`src/rtl/prog_loader.sv`:
```
// prog_loader: program loader and run sequencer in front of the core's instruction ROM and PC.
// Latency: a write is presented in the same cycle as its handshake. The core leaves reset 2 cycles after the last word.
// Backpressure: in_ready is high for the whole of LOAD and low otherwise. The upstream source simply stalls outside LOAD.
//
// Ports:
//   clk, reset         - rising-edge clock, asynchronous active-low reset
//   load_start         - single-cycle request to begin loading (honoured in IDLE/DONE only)
//   in_valid/in_ready  - word stream handshake; in_data is the word, in_last marks the final word
//   imem_we/addr/wdata - instruction memory write port, driven combinationally from the handshake
//   core_reset         - active-high reset to the core, low only while running
//   core_done          - done flag from the core, looked at only while running
//   busy, run_done     - status: loading/starting/running, and finished
//   prog_len           - word count of the last successful load (0 after an overflow)
//   cycle_count        - cycles spent running, saturating
//   err_overflow       - last load ran off the end of memory without seeing in_last
//   checksum           - XOR of the words accepted in the current load (only with PROG_LOADER_CHECKSUM_EN)
//
// Optional feature macro: PROG_LOADER_CHECKSUM_EN

module prog_loader #(
  parameter int D  = 10,
  parameter int W  = 9,
  parameter int CW = 16
) (
  input  logic          clk,
  input  logic          reset,
  input  logic          load_start,
  input  logic          in_valid,
  input  logic [W-1:0]  in_data,
  input  logic          in_last,
  output logic          in_ready,
  output logic          imem_we,
  output logic [D-1:0]  imem_addr,
  output logic [W-1:0]  imem_wdata,
  output logic          core_reset,
  input  logic          core_done,
  output logic          busy,
  output logic          run_done,
  output logic [D:0]    prog_len,
  output logic [CW-1:0] cycle_count,
  output logic          err_overflow
`ifdef PROG_LOADER_CHECKSUM_EN
  ,
  output logic [W-1:0]  checksum
`endif
);

  typedef enum logic [2:0] {
    S_IDLE,
    S_LOAD,
    S_START,
    S_RUN,
    S_DONE
  } state_t;

  localparam logic [D-1:0]  ADDR_MAX = '1;
  localparam logic [CW-1:0] CNT_MAX  = '1;

  state_t        state;
  logic [D-1:0]  addr;
  logic          accept;

  assign in_ready   = (state == S_LOAD);
  assign accept     = in_valid & in_ready;
  assign imem_we    = accept;
  assign imem_addr  = addr;
  assign imem_wdata = in_data;
  assign core_reset = (state != S_RUN);
  assign busy       = (state == S_LOAD) || (state == S_START) || (state == S_RUN);
  assign run_done   = (state == S_DONE);

  always_ff @(posedge clk or negedge reset) begin
    if (!reset) begin
      state        <= S_IDLE;
      addr         <= '0;
      prog_len     <= '0;
      cycle_count  <= '0;
      err_overflow <= 1'b0;
`ifdef PROG_LOADER_CHECKSUM_EN
      checksum     <= '0;
`endif
    end else begin
      case (state)
        S_IDLE, S_DONE: begin
          // DONE keeps cycle_count/prog_len visible until the next load begins
          if (load_start) begin
            state        <= S_LOAD;
            addr         <= '0;
            err_overflow <= 1'b0;
`ifdef PROG_LOADER_CHECKSUM_EN
            checksum     <= '0;
`endif
          end
        end

        S_LOAD: begin
          if (accept) begin
            // counter wraps to 0 on overflow; it is cleared again on the next load_start anyway
            addr <= addr + 1'b1;
`ifdef PROG_LOADER_CHECKSUM_EN
            checksum <= checksum ^ in_data;
`endif
            if (in_last) begin
              // widened so a full memory (2^D words) is representable
              prog_len <= {1'b0, addr} + {{D{1'b0}}, 1'b1};
              state    <= S_START;
            end else if (addr == ADDR_MAX) begin
              // program does not fit: abandon it, core stays in reset
              err_overflow <= 1'b1;
              prog_len     <= '0;
              state        <= S_IDLE;
            end
          end
        end

        S_START: begin
          // one extra reset cycle so the PC samples reset with the program resident
          cycle_count <= '0;
          state       <= S_RUN;
        end

        S_RUN: begin
          if (cycle_count != CNT_MAX) begin
            cycle_count <= cycle_count + 1'b1;
          end
          if (core_done) begin
            state <= S_DONE;
          end
        end

        default: state <= S_IDLE;
      endcase
    end
  end

endmodule

```
`config.mk`:
```
export PLATFORM = sky130hd
export DESIGN_NAME = prog_loader
export DESIGN_NICKNAME = d
export VERILOG_FILES = /design/src/rtl/prog_loader.sv
export SDC_FILE = /design/constraint.sdc
export NUM_CORES = 1
export LEC_CHECK = 0
export ABC_AREA = 0
export ABC_CLOCK_PERIOD_IN_PS = 4000
export CAP_MARGIN = 20
export CORE_UTILIZATION = 51
export DETAILED_ROUTE_END_ITERATION = 8
export GPL_TIMING_DRIVEN = 0
export PLACE_DENSITY_LB_ADDON = 0.25
export SYNTH_ARGS = -nofsm -noshare
export SYNTH_HDL_FRONTEND = slang
export SYNTH_SLANG_ARGS = --single-unit
```
`constraint.sdc`:
```
create_clock -name clk -period 4 [get_ports clk]
set_input_delay 0.8 -clock clk [delete_from_list [all_inputs] [get_ports clk]]
set_output_delay 0.8 -clock clk [all_outputs]
set_load 0.005 [all_outputs]
```
==> results_dict.tcl <==
set metrics [dict create \
    yosys-top-cells-area "dfrtp_1, nand2_1, o2bb2ai_1" \
    cp_num_buf_inv 3 \
    wl_um 5965 \
    finalClockSkew_ns 0.004773 \
    synthesis.nets 264 \
    numCtsBuffers 5 \
    cts.htree.levels 2 \
    cts_tree "done" \
    cts_buffer_depth 2 \
    place_congestion 0.9189 \
    ios 67 \
    cp_data_arrival_time_ns 2.29 \
    critPathRequiredTime_ns 3.20 \
    post-place-ws_ns 0.9171 \
    grtUsageMet1 0.3676 \
    core_area_um2 4144 \
    cts_sinks 41 \
    nets 329 \
    ys_seq_area_frac 0.4483 \
    use_met3 0.07072 \
    worst_path_dominant_cell_family "buffers and inverters" \
    postCtsSetupRepairBufs 0 \
    hold_viol_final 0 \
    timing.critical_path.from_type "primary input" \
    fin_area_um2 3057 \
    drcViolationCount 0 \
    async_flop_share 1.000 \
    die_y_um 68.99 \
    placementRows 23 \
    maxCapViolCount 0 \
    netlist.area_leader.share 0.4483 \
    grt_max_degree 34 \
    hpwl_um 4105 \
    worstSkewPairLatency_ns 0.31 \
    avgViaCountPerCell 6.107 \
    max-slew-margin-rel 0.5892 \
    drive_gt1_frac 0.08946 \
    path_clk_slew_ns 0.08 \
    final.period_utilization 0.7720 \
    fmax_ghz 0.3238 \
    start_util 0.5522 \
    fin_crit_ns 3.088 \
    crit_type "primary input to output pin" \
    portBuffers 57 \
    first_pass_iters 5 \
    cts_resized 0 \
    cts_hold_buf 0 \
    status "complete, no violations" \
    hold_class "primary input to asynchronous set/reset pin" \
    cts_root_buffer "clkbuf_8" \
    synthesis.area_um2 2288 \
    crit_fanout 9 \
    dieArea_um2 4759 \
    grt-ovfl-total 0 \
    area_growth_pct 33.57 \
    synth_flop_cell "dfrtp_1" \
    drtAntennaViolNets 0 \
    critPathMostFrequentCell "clkdlybuf4s50_1" \
    crit_slowest_cell "clkdlybuf4s50_1" \
    tightest_slew_ns 0.6105 \
    setup_viol 0 \
    post_synth_num_cell_types 52 \
    crit_chain "clkdlybuf4s50_1 > nand4bb_1 > clkinv_1 > clkdlybuf4s50_1" \
    place_area_um2 2937 \
    antenna_cells 0 \
    avgSynthCellArea_um2 9.265 \
    cp_slowest_stage_delay_ns 0.54 \
    wl_per_cell_um 16.43 \
    die_w_um 68.99 \
    synth_top_cell_by_area "dfrtp_1" \
    grt.met2_usage 0.4005 \
    first_iter_violations 178 \
    yosys_register_bits 41 \
    max-vdd-ir-drop_mv 0.3869 \
    fin_ws_ns 0.9119 \
    p_leak_nw 1.258 \
    grt_setup_unrepaired "no" \
    top_usage_layer "met2" \
    grt_pass1_vias 1951 \
    yosysWarnings 0 \
    synth_edf_count 0 \
    timing.hold.ws_ns 0.3375 \
    power_density_nw_per_um2 469.5 \
    drv_slew 0 \
    grt_antenna_before_repair 0 \
    cp-end-kind "output pin" \
    num_vias 2217 \
    postSynthCellCount 247 \
    fin_setup_tns_ns 0 \
    grt_pass1_wl_um 9239 \
    grt_usage 0.2675 \
]
## registers in the layout (all words and copies together) (netlist names)
register and count:
imem_addr 10, state 3, err_overflow 1, cycle_count 16
prog_len 11
## routing by layer
metal / share of wire / vias up / wire length [um]
met3: 0.085 / 9 / 507
met1: 0.44 / 1056 / 2612
met4: 0.013 / 0 / 79
met2: 0.46 / 107 / 2766
li1: - / 1045 / -
met5: 0 / - / 0
## placed cells by master, fill, tap and decap left out, types with 3 or more instances in the layout
cell	instances
a31oi_1	3
xor2_1	5
o2bb2ai_1	10
nor2_1	17
o31ai_1	3
nand4_1	7
dfrtp_1	41
nand2_1	26
a211oi_1	3
clkbuf_8	6
buf_2	4
buf_4	9
nand3_1	14
inv_1	5
or4_1	4
nor3_1	5
and3_1	4
a21oi_1	13
clkdlybuf4s50_1	56
o21ai_0	15
xnor2_1	3
a311oi_1	3
and4_1	4
clkbuf_1	10
## path summary, 6_finish.rpt
path / from / to / slack [ns] / cells past startpoint
max in group asynchronous: reset / imem_addr[6] / 3.22 / 2
max reg2reg: imem_addr[0] / prog_len[10] / 1.65 / 7
max: in_valid / imem_we / 0.91 / 4
min reg2reg: prog_len[2] / prog_len[2] / 0.49 / 1
min: reset / cycle_count[11] / 0.34 / 1
min in group clk: prog_len[2] / prog_len[2] / 0.49 / 1
## kinds of logic after synthesis
group                    synth area share
AND/OR/NAND/NOR                    0.2433
AO/OA/AOI/OAI                      0.1979
flip-flops                         0.4483
buffers and inverters             0.06396
XOR/XNOR                          0.03062
adder cells (fa/ha/maj)           0.01093
multiplexers                     0.004920
## power by group
part / switching (mW) / internal (mW)
registers: 0.0875 / 0.474
logic: 0.266 / 0.248
clock network: 0.157 / 0.203
total: 0.510 / 0.925
## layout make-up
type	count	area (um^2)
clock inverter	2	37.54
tap	50	62.56
fill	322	1087
multi-input combinational	177	1116
clock buffer	6	82.58
buffer	23	123.9
sequential	41	1026
inverter	6	22.52
timing repair buffer	58	585.6
## per-stage QoR
step                instances    util  power [mW]
floorplan                 247       -      0.8219
global placement          354  0.7050       1.061
detailed placement        355  0.7086       1.075
CTS                       363  0.7376       1.438
global route              363  0.7376       1.523
finish                    363  0.7376       1.435
## synthesized netlist by cell type (all sizes together), types with 3 or more instances
cell     number
nand4         9
xnor2         3
or4           5
clkbuf       10
dfrtp        41
nand3        15
and3          4
a21oi        13
inv           5
a311oi        3
a211oi        3
nor3          5
o2bb2ai      10
nor2         17
a31oi         3
nor4          3
and4          4
buf          13
o21ai        15
o31ai         3
nand2        26
xor2          5
Power figures use the tool's default switching activity.
